$ cat config.mk
export PLATFORM = sky130hd
export DESIGN_NAME = mmu_acc_ctrl
export DESIGN_NICKNAME = d
export VERILOG_FILES = /design/src/rtl/mmu_acc_ctrl.sv
export SDC_FILE = /design/constraint.sdc
export NUM_CORES = 1
export LEC_CHECK = 0
export CORE_MARGIN = 3
export CORE_UTILIZATION = 55
export DETAILED_ROUTE_END_ITERATION = 6
export DONT_BUFFER_PORTS = 1
export PLACE_DENSITY = 0.7
export SLEW_MARGIN = 5
export SYNTH_ARGS = -nofsm -noshare
export SYNTH_HDL_FRONTEND = slang
export SYNTH_SLANG_ARGS = --single-unit
export TNS_END_PERCENT = 100
$ cat constraint.sdc
create_clock -name clk -period 7.15 [get_ports clk]
set_clock_uncertainty 0.05 [all_clocks]
set_input_delay 1.43 -clock clk [delete_from_list [all_inputs] [get_ports clk]]
set_output_delay 1.43 -clock clk [all_outputs]
set_load 0.03 [all_outputs]
$ cat src/rtl/mmu_acc_ctrl.sv
// Feed/drain sequencer for the matrix multiply unit's accumulate load counter.
// Optional write statistics port enabled by defining MMU_ACC_CTRL_STATS_EN.
module mmu_acc_ctrl #(
  parameter int unsigned MATRIX_WIDTH   = 14,
  parameter int unsigned ACC_ADDR_WIDTH = 16,
  parameter int unsigned LENGTH_WIDTH   = 32,
  parameter int unsigned RESULT_LATENCY = 2*MATRIX_WIDTH+2
) (
  input  logic                      clk,
  input  logic                      rst,
  input  logic                      enable,
  input  logic                      instr_valid,
  input  logic [ACC_ADDR_WIDTH-1:0] instr_acc_addr,
  input  logic [LENGTH_WIDTH-1:0]   instr_length,
  input  logic                      instr_accumulate,
  output logic                      busy,
  output logic                      mmu_feed,
  output logic                      ctr_load,
  output logic [ACC_ADDR_WIDTH-1:0] ctr_start_val,
  output logic                      ctr_enable,
  output logic                      acc_wr_en,
  output logic                      acc_accumulate,
  output logic                      done
`ifdef MMU_ACC_CTRL_STATS_EN
  ,
  output logic [31:0]               wr_count
`endif
);

  typedef enum logic [1:0] {IDLE, FEED, DRAIN, FIN} state_e;

  state_e                    state_q, state_d;
  logic [LENGTH_WIDTH-1:0]   cnt_q, cnt_d;
  logic [ACC_ADDR_WIDTH-1:0] addr_q, addr_d;
  logic                      acc_q, acc_d;
  logic                      first_q, first_d;

  // Delay line stages: index 0 is the newest, RESULT_LATENCY-1 the array output.
  logic [RESULT_LATENCY-1:0] vld_q, vacc_q, vfst_q;

  logic feed_raw;
  logic pending;

  assign feed_raw = (state_q == FEED);
  // The last stage is consumed this cycle, so only earlier stages count as pending.
  assign pending  = |vld_q[RESULT_LATENCY-2:0];

  always_comb begin
    state_d = state_q;
    cnt_d   = cnt_q;
    addr_d  = addr_q;
    acc_d   = acc_q;
    first_d = first_q;
    unique case (state_q)
      IDLE: begin
        if (instr_valid) begin
          addr_d  = instr_acc_addr;
          acc_d   = instr_accumulate;
          cnt_d   = instr_length;
          first_d = 1'b1;
          state_d = (instr_length == '0) ? FIN : FEED;
        end
      end
      FEED: begin
        cnt_d   = cnt_q - LENGTH_WIDTH'(1);
        first_d = 1'b0;
        if (cnt_q == LENGTH_WIDTH'(1)) begin
          state_d = DRAIN;
        end
      end
      DRAIN: begin
        if (!pending) begin
          state_d = FIN;
        end
      end
      FIN: begin
        state_d = IDLE;
      end
      default: begin
        state_d = IDLE;
      end
    endcase
  end

  always_ff @(posedge clk or posedge rst) begin
    if (rst) begin
      state_q <= IDLE;
      cnt_q   <= '0;
      addr_q  <= '0;
      acc_q   <= 1'b0;
      first_q <= 1'b0;
      vld_q   <= '0;
      vacc_q  <= '0;
      vfst_q  <= '0;
    end else if (enable) begin
      state_q <= state_d;
      cnt_q   <= cnt_d;
      addr_q  <= addr_d;
      acc_q   <= acc_d;
      first_q <= first_d;
      vld_q   <= {vld_q[RESULT_LATENCY-2:0],  feed_raw};
      vacc_q  <= {vacc_q[RESULT_LATENCY-2:0], feed_raw & acc_q};
      vfst_q  <= {vfst_q[RESULT_LATENCY-2:0], feed_raw & first_q};
    end
  end

  assign busy           = (state_q != IDLE);
  assign mmu_feed       = feed_raw & enable;
  assign ctr_load       = vfst_q[RESULT_LATENCY-3] & enable;
  assign ctr_start_val  = addr_q;
  // Union of the last three stages spans exactly first load through last write.
  assign ctr_enable     = (|vld_q[RESULT_LATENCY-1 -: 3]) & enable;
  assign acc_wr_en      = vld_q[RESULT_LATENCY-1] & enable;
  assign acc_accumulate = vacc_q[RESULT_LATENCY-1] & enable;
  assign done           = (state_q == FIN) & enable;

`ifdef MMU_ACC_CTRL_STATS_EN
  logic [31:0] wr_count_q;

  always_ff @(posedge clk or posedge rst) begin
    if (rst) begin
      wr_count_q <= '0;
    end else if (acc_wr_en && (wr_count_q != '1)) begin
      wr_count_q <= wr_count_q + 32'd1;
    end
  end

  assign wr_count = wr_count_q;
`endif

endmodule

== Word level (Yosys, flattened, before mapping) ==
Cells that the tools add are included.

* Reduce and logical (&&, ||, !) cells: 9
* Mux-type cells: 9
* Bitwise gates (word level): 8
* Add/subtract/negate cells: 1
* Equal/unequal tests: 7

{| class="wikitable"
|+ Operator list
! operator !! number
|-
| one-hot mux 32 bit (2 select lines) || 1
|-
| == test 32 x 1 -> 1 bit (second input constant) || 1
|-
| zero test 32 bit || 1
|-
| 2-to-1 mux 32 bit || 1
|-
| subtractor 32 x 1 -> 32 bit (second input constant) || 1
|-
| OR reduction 29 bit || 1
|-
| AND 1 bit || 8
|-
| 2-to-1 mux 2 bit || 4
|-
| one-hot mux 2 bit (4 select lines) || 1
|-
| AND reduction 3 bit || 2
|-
| == test 2 bit (second input constant) || 2
|-
| inequality test 2 bit (second input constant) || 2
|-
| AND reduction 4 bit || 1
|-
| nonzero test 2 bit || 2
|-
| OR reduction 3 bit || 1
|-
| == test 2 x 1 -> 1 bit (second input constant) || 1
|-
| zero test 2 bit || 1
|-
| inequality test 2 x 1 -> 1 bit (second input constant) || 1
|-
| one-hot mux 1 bit (2 select lines) || 1
|-
| 2-to-1 mux 1 bit || 1
|}

* Logic and storage cells: 42
* Input port bits: 53
* Register bits after elaboration: 140

== Depth between registers and ports, before layout ==
Gate-level depths: netlist (run 1).

* Depth in word-level cells: 4
* Mapped depth: 10
* Mapped depth without buffers: 7

== Least setup slack after synthesis (run 1) ==
No wires, ideal clock.

* Kind: input -> output
* Start: in enable
* End: out mmu_feed
* Path slack: 2,967 ps
* Data required time: 5,670 ps
* Cell stages on the path: 4
* Arrival: 2,703 ps
* Cells stage by stage: clkbuf_1 -> clkbuf_1 -> inv_1 -> nor2_1

* Cells in the longest elaborated chain, start to end: 1

{| class="wikitable"
|+ RTL lines
! element !! RTL line !! RTL
|-
| start: declaration || 11 || <nowiki>input logic enable,</nowiki>
|-
| AND 1 bit || 108 || <nowiki>assign mmu_feed = feed_raw & enable;</nowiki>
|-
| end: declaration || 17 || <nowiki>output logic mmu_feed,</nowiki>
|}

No other way between the ends.

== Worst setup path after layout (run 1) ==
* Start: reg state_q[1]
* End: out mmu_feed

* Cells in the longest elaborated chain, start to end: 2

{| class="wikitable"
|+ RTL lines
! element !! RTL line !! RTL
|-
| start: declaration || 32 || <nowiki>state_e state_q, state_d;</nowiki>
|-
| start signal: assignment || 96 || <nowiki>state_q <= state_d;</nowiki>
|-
| == test 2 x 1 -> 1 bit || 44 || <nowiki>assign feed_raw = (state_q == FEED);</nowiki>
|-
| net feed_raw || 41 || <nowiki>logic feed_raw;</nowiki>
|-
| AND 1 bit || 108 ||
|}

The timed path passes the listed nets, and every way through them passes these cells.

==> results by group, run 1 <==
Clock tree
  • Hold bufs inserted after CTS: 0
  • Clk_lat worst skew: 0.42 ns
  • TritonCTS clock tree: built
  • TritonCTS buffer count: 17
  • Setup fix buffers added after clock tree synthesis: 0
  • CTS resizes: 0
  • Root buffer cell: clkbuf_16
  • CTS H-Tree Depth: 4
  • Maximum root-to-sink buffer count: 2
  • Number of clock sinks: 140
  • Clock transition at the registers of the reported paths: 0.06 ns

Setup path
  • Destination of the worst register-to-register timing path: state_q[1]$_DFFE_PP0P_
  • Kind of end point of the critical path: output pin
  • Most Frequent Cell on Critical Path: inv_1
  • Worst reg2reg setup slack: 4.30 ns
  • Bufs and invs on worst path: 3
  • R2r startpoint: cnt_q[10]$_DFFE_PP0P_
  • Startpoint type of the worst setup path: flop
  • Classification of the worst setup path: reg2out
  • Crit-path slowest cell: nor2_1
  • Stage delay of the slowest cell on the critical path: 0.67 ns
  • Family of cells with the greatest summed delay on the critical path: buffers and inverters
  • Signal arrival time at the worst endpoint: 2.40 ns
  • Cells traversed along the worst timing path: inv_1 -> ha_1 -> buf_4 -> inv_1 -> nor2_1
  • WP data required: 5.67 ns
  • Number of cell instances on the worst register-to-register path: 5
  • Highest fanout seen on the critical path: 36

STA
  • Hold Vio Cnt, Final: 0
  • Unrepaired setup endpoints after global routing: false
  • Setup violations, final: 0
  • Transition time at the pin with the least slew margin: 0.926 ns
  • Final number of max-transition violations: 0
  • Ratio of final minimum period to clock period: 54.3%
  • Tmin final: 3.88 ns
  • Final total negative setup slack: 0 ns
  • Max-slew headroom at the worst pin: 38.3%
  • Maximum clock frequency: 258 MHz

Yosys
  • Area share of the leading cell type in the synthesized netlist: 55.9%
  • Share of the yosys chip area belonging to registers: 55.9%
  • Syn_area_per_cell: 12.1 µm²
  • Leading register cell type out of synthesis: dfrtp_1
  • Number of instances in the synthesized netlist: 519
  • Ys async rst share: 100%
  • Mapped cell area: 6270 µm²
  • Post-Syn Nets: 578
  • Post-synth top area cell: dfrtp_1
  • Count of flip-flops with a built-in enable after synthesis: 0
  • Synth area leaders: dfrtp_1 (56%), mux2_2 (19%), mux2i_1 (2.7%)
  • Number of distinct library cells after synthesis: 41
  • Number of synthesized register bits: 140
  • Yosys Warn Count: 0

Floorplan
  • Die boundary height: 113 µm
  • Total die area: 12700 µm²
  • Horizontal extent of the die: 113 µm
  • Initial Util: 57.1%
  • Number of top-level pins: 76
  • Number of placement rows: 38
  • Area of the core region: 11000 µm²

Detailed routing
  • Routed len/inst: 18.0 µm
  • Remaining antenna violation count after routing: 0
  • DRC violation count after routing: 0
  • Detailed Routing Iterations Pass 1: 4
  • First DRT Iteration DRCs: 333
  • Vias/cell: 6.09
  • Routed vias: 4050
  • WL final: 12.0 mm

Power and ir drop
  • Lkg Pwr: 3.07 nW
  • Worst ir drop on vdd: 0.311 mV
  • P per Cell Area: 291 nW/µm²

Place
  • Post-Place Cell Area: 6350 µm²
  • Gpl congestion: 0.856
  • Quantity of I/O buffers inserted on ports: 0
  • DP Wirelength: 7.71 mm

Hold path
  • Worst Hold Endpoint: vacc_q[4]$_DFFE_PP0P_
  • Start point of the worst min-delay path: vacc_q[3]$_DFFE_PP0P_
  • Tightest Hold Check Type: reg2reg
  • Worst hold path cell count: 1

GRT
  • Grt ovf: 0
  • Pin count of the biggest net entering global routing: 96
  • Vias in the first global route: 3948
  • Met1 layer usage reported by global route: 26.6%
  • Met2 demand-to-capacity share in global routing: 29.9%
  • Antenna violations before repair: 0
  • Global-route wire length before repair: 20.0 mm
  • Layer with the highest usage after global routing: met2
  • Global-route usage over all layers: 19.8%
  • Met3 GRT Util: 6.68%

Layout
  • Sequential cell area: 3500 µm²
  • Number of diodes added for antenna fixing: 0
  • Cell area after layout: 6950 µm²
  • Synthesis-to-layout area growth: 10.9%
  • Area taken by multi-input logic gates: 2620 µm²
  • Number of filler instances in the final layout: 804
  • Most common library cell in the layout ignoring fill and taps: dfrtp_1
  • Commonest non-fill, non-tap cells in the layout: dfrtp_1 (140), mux2_2 (103), nand2_1 (39)
  • Layout cells sized above 1: 26.7%
  • Count of nets after finishing: 571

Run status
  • Status: completed

Job
  • Max cap viols: 0
metrics by stage:
| stage | hold WS, ns | instances | utilization (%) | setup slack [ns] | power [W] |
|---|---|---|---|---|---|
| after CTS | 0.449 | 665 | 63.3 | 3.21 | 0.00204 |
| final | 0.442 | 665 | 63.3 | 3.27 | 0.00202 |
| after detailed placement | 0.433 | 633 | 57.8 | 3.51 | 0.00115 |
| after global placement | 0.433 | 633 | 57.8 | 3.52 | 0.00114 |
| after floorplan | 0.398 | 519 | - | 1.92 | 0.00111 |
| after global routing | 0.466 | 665 | 63.3 | 3.08 | 0.00211 |
layer usage:
layer	vias up	share of wire [%]
met4	0	2.0
met5	-	0
met2	115	47
met3	19	6.7
met1	1999	44
li1	1917	-
state kept, by name, indices dropped and copies added (netlist names):
register	flops
first_q	1
vld_q	30
ctr_start_val	16
vacc_q	30
vfst_q	28
cnt_q	32
state_q	2
acc_q	1
layout make-up:
type	instances	share of cell area, %
timing repair buffer	3	0.324
sequential	140	50.4
tap	140	2.52
clock inverter	10	2.02
multi-input combinational	342	37.7
clock buffer	22	6.54
inverter	8	0.504
kinds of logic after synthesis:
logic type / count (synthesis) / share of synthesized area, %
flops: 140 / 55.9
simple gates: 137 / 11.3
compound gates: 78 / 7.91
buf+inv: 37 / 2.34
mux: 121 / 21.4
fa+ha+maj: 6 / 1.20
report_power, final:
group	internal (W)	switching, W	leakage (nW)
combinational	0.0000949	0.0000906	0.949
clock	0.000558	0.000329	0.281
sequential	0.000877	0.0000725	1.84
total	0.00153	0.000492	3.07
synthesized netlist by cell type (10+ instances only):
| master | number |
|---|---|
| a21oi_1 | 23 |
| o21ai_0 | 10 |
| nand3_1 | 10 |
| nor3_1 | 15 |
| mux2i_1 | 17 |
| o22ai_1 | 22 |
| nor4_1 | 25 |
| nand2_1 | 39 |
| dfrtp_1 | 140 |
| clkbuf_1 | 27 |
| mux2_2 | 103 |
| nor2_1 | 18 |
how the worst max path moves through the flow:
stage                                      start                end  slack [ns]  cells past startpoint
final                     state_q[1]$_DFFE_PP0P_           mmu_feed        3.27                      5
after global placement                    enable           mmu_feed        3.52                      2
after CTS                 state_q[1]$_DFFE_PP0P_           mmu_feed        3.21                      5
after detailed placement                  enable           mmu_feed        3.51                      2
after global routing      state_q[1]$_DFFE_PP0P_           mmu_feed        3.08                      5
after floorplan                              rst  acc_q$_DFFE_PP0P_        1.92                      1
worst reg2reg max path: stages (launching register included):
cell and delay [ns]:
dfrtp_1 0.43, nor4_1 0.50, nand4_1 0.64, o41ai_2 0.63, nand2_1 0.14, mux2_1 0.34
No activity file was read; power rests on OpenSTA's default activity.
==> inputs of run 2 (changes only) <==
PLACE_DENSITY = 0.73   (was 0.7)
clock period = 3.4 ns   (was 7.15 ns; I/O delays follow)
==> run 2 against run 1 <==
Against the previous run: sequential power is 110% higher; via count is 0.84% higher; clock-buffer cell count is 2 lower; power is 110% higher; utilization is 0.22 points higher; first-iteration DRC count is 26% lower; sequential share of layout area is 0.17 points lower; register-to-register slack worse by 3.4 ns; highest routed layer unchanged; flip-flop and latch count stayed put; largest power group unchanged.
==> results by group, run 2 (synthesized netlist as in run 1, its figures left out) <==
Place
  • Gpl congestion: 0.919 (+7.4%)
  • Quantity of I/O buffers inserted on ports: 0 (unchanged)
  • Post-Place Cell Area: 6390 µm² (+0.65%)
  • DP Wirelength: 8.10 mm (+5.1%)

Setup path
  • Highest fanout seen on the critical path: 35 (-2.8%)
  • Destination of the worst register-to-register timing path: cnt_q[20]$_DFFE_PP0P_
  • Number of cell instances on the worst register-to-register path: 7 (+2)
  • Kind of end point of the critical path: output pin
  • Classification of the worst setup path: reg2out
  • Cells traversed along the worst timing path: inv_1 -> ha_1 -> buf_4 -> inv_1 -> nor2_1 -> buf_4
  • Signal arrival time at the worst endpoint: 2.09 ns (-0.31 ns)
  • Crit-path slowest cell: dfrtp_1
  • Stage delay of the slowest cell on the critical path: 0.40 ns (-0.27 ns)
  • R2r startpoint: state_q[1]$_DFFE_PP0P_
  • Family of cells with the greatest summed delay on the critical path: buffers and inverters
  • Bufs and invs on worst path: 4 (+1)
  • Startpoint type of the worst setup path: flop
  • WP data required: 2.67 ns (-3.00 ns)
  • Worst reg2reg setup slack: 0.87 ns (-3.43 ns)

Clock tree
  • CTS resizes: 0 (unchanged)
  • Root buffer cell: clkbuf_16
  • Maximum root-to-sink buffer count: 2 (unchanged)
  • TritonCTS buffer count: 17 (unchanged)
  • CTS H-Tree Depth: 4 (unchanged)
  • Hold bufs inserted after CTS: 0 (unchanged)
  • Setup fix buffers added after clock tree synthesis: 0 (unchanged)
  • Number of clock sinks: 140 (unchanged)
  • Clk_lat worst skew: 0.41 ns (about the same)
  • TritonCTS clock tree: built
  • Clock transition at the registers of the reported paths: 0.06 ns (about the same)

Detailed routing
  • Vias/cell: 6.11 (+0.39%)
  • First DRT Iteration DRCs: 246 (-26%)
  • Remaining antenna violation count after routing: 0 (unchanged)
  • DRC violation count after routing: 0 (unchanged)
  • Routed vias: 4084 (+0.84%)
  • Routed len/inst: 18.0 µm (-0.24%)
  • WL final: 12.0 mm (+0.21%)
  • Detailed Routing Iterations Pass 1: 4 (unchanged)

Layout
  • Registers with the most flip-flops: cnt_q (32), vacc_q (30), vld_q (30)
  • Sequential cell area: 3500 µm² (unchanged)
  • Number of filler instances in the final layout: 825 (+2.6%)
  • Commonest non-fill, non-tap cells in the layout: dfrtp_1 (140), mux2_2 (103), nand2_1 (39)
  • Largest register by flop count: cnt_q
  • Layout cells sized above 1: 27.7% (+0.98 points)
  • Post-layout utilization of the core: 63.5% (+0.22 points)
  • Count of nets after finishing: 575 (+0.70%)
  • Most common library cell in the layout ignoring fill and taps: dfrtp_1
  • Synthesis-to-layout area growth: 11.2%
  • Number of diodes added for antenna fixing: 0 (unchanged)
  • Cell area after layout: 6970 µm² (+0.34%)
  • Area taken by multi-input logic gates: 2620 µm² (unchanged)
  • Flip-flop count of the largest register after layout: 32 (unchanged)

Run status
  • Status: completed

STA
  • Setup violations, final: 0 (unchanged)
  • Maximum clock frequency: 354 MHz
  • Final total negative setup slack: 0 ns (unchanged)
  • Max-slew headroom at the worst pin: 44.4% (+6.2 points)
  • Hold Vio Cnt, Final: 0 (unchanged)
  • Ratio of final minimum period to clock period: 83.0%
  • Unrepaired setup endpoints after global routing: false
  • Final number of max-transition violations: 0 (unchanged)
  • Tmin final: 2.82 ns
  • Transition time at the pin with the least slew margin: 0.831 ns (-0.0952 ns)

Floorplan
  • Number of placement rows: 38 (unchanged)
  • Initial Util: 57.1% (unchanged)
  • Total die area: 12700 µm² (unchanged)
  • Area of the core region: 11000 µm² (unchanged)
  • Die boundary height: 113 µm (unchanged)
  • Horizontal extent of the die: 113 µm (unchanged)
  • Number of top-level pins: 76 (unchanged)

GRT
  • Vias in the first global route: 4178 (+5.8%)
  • Pin count of the biggest net entering global routing: 104 (+8.3%)
  • Grt ovf: 0 (unchanged)
  • Global-route wire length before repair: 20.7 mm (+3.3%)
  • Global-route usage over all layers: 20.3% (+0.45 points)
  • Antenna violations before repair: 0 (unchanged)

Power and ir drop
  • Lkg Pwr: 3.08 nW (+0.51%)
  • P per Cell Area: 597 nW/µm² (+110%)
  • Worst ir drop on vdd: 0.430 mV (+38%)

Job
  • Max cap viols: 0 (unchanged)

Hold path
  • Tightest Hold Check Type: in2async
[run 2: cell count changes in the layout (fill, tap and decap cells not counted)]
cell / previous run / this run
clkbuf_8: 1 / 2
clkinv_2: 2 / 4
inv_6: 2 / 0
buf_4: 3 / 6
clkinv_4: 1 / 2
bufinv_16: 3 / 2
buf_12: 0 / 1
clkinvlp_4: 3 / 4
clkbuf_1: 4 / 1
[run 2: final cells by class]
class                   instances  area share (%)
flip-flops and latches        140            50.3
clock buffers                  20            6.55
well taps                     140            2.51
repair buffers                  7           0.933
inverters                       8           0.485
multi-input cells             342            37.5
clock inverters                11            1.72
[run 2: metrics by stage]
stage | setup WS (ns) | hold WS, ns | std cells | power (W)
4_1_cts | 0.575 | 0.280 | 668 | 0.00421
6_report | 0.577 | 0.234 | 668 | 0.00416
5_1_grt | 0.408 | 0.287 | 668 | 0.00435
3_5_place_dp | 0.853 | 0.429 | 637 | 0.00242
3_3_place_gp | 0.957 | 0.434 | 637 | 0.00239
2_1_floorplan | 0.717 | 0.398 | 519 | 0.00233
[run 2: where the power goes]
group,internal [W],switching [W],total [W]
clock,0.00111,0.000666,0.00178
sequential,0.00185,0.000154,0.00200
combinational,0.000203,0.000185,0.000388
[run 2: how the worst max path moves through the flow]
stage                           start                     to  slack [ns]  depth (start not counted)
5_1_grt        state_q[1]$_DFFE_PP0P_               mmu_feed        0.41                          6
6_report       state_q[1]$_DFFE_PP0P_               mmu_feed        0.58                          6
2_1_floorplan                  enable               mmu_feed        0.72                          4
4_1_cts        state_q[1]$_DFFE_PP0P_               mmu_feed        0.57                          6
3_3_place_gp    cnt_q[21]$_DFFE_PP0P_  cnt_q[29]$_DFFE_PP0P_        0.96                          5
3_5_place_dp    cnt_q[18]$_DFFE_PP0P_  cnt_q[29]$_DFFE_PP0P_        0.85                          5
[run 2: worst register-to-register path, stage by stage (launching register included)]
cell and delay [ns]:
dfrtp_1 0.40, inv_1 0.09, ha_1 0.16, buf_4 0.36, inv_1 0.30, nand2_1 0.68
o22ai_1 0.23, a21oi_1 0.18
[run 2: metal layers]
layer  GRT usage, %  part of all wire, %  up-vias
li1               -                    -     1911
met1           26.0                   43     2059
met2           33.0                   50      100
met3           6.79                  5.6       14
met4           6.17                  1.5        0
met5              0                    0        -
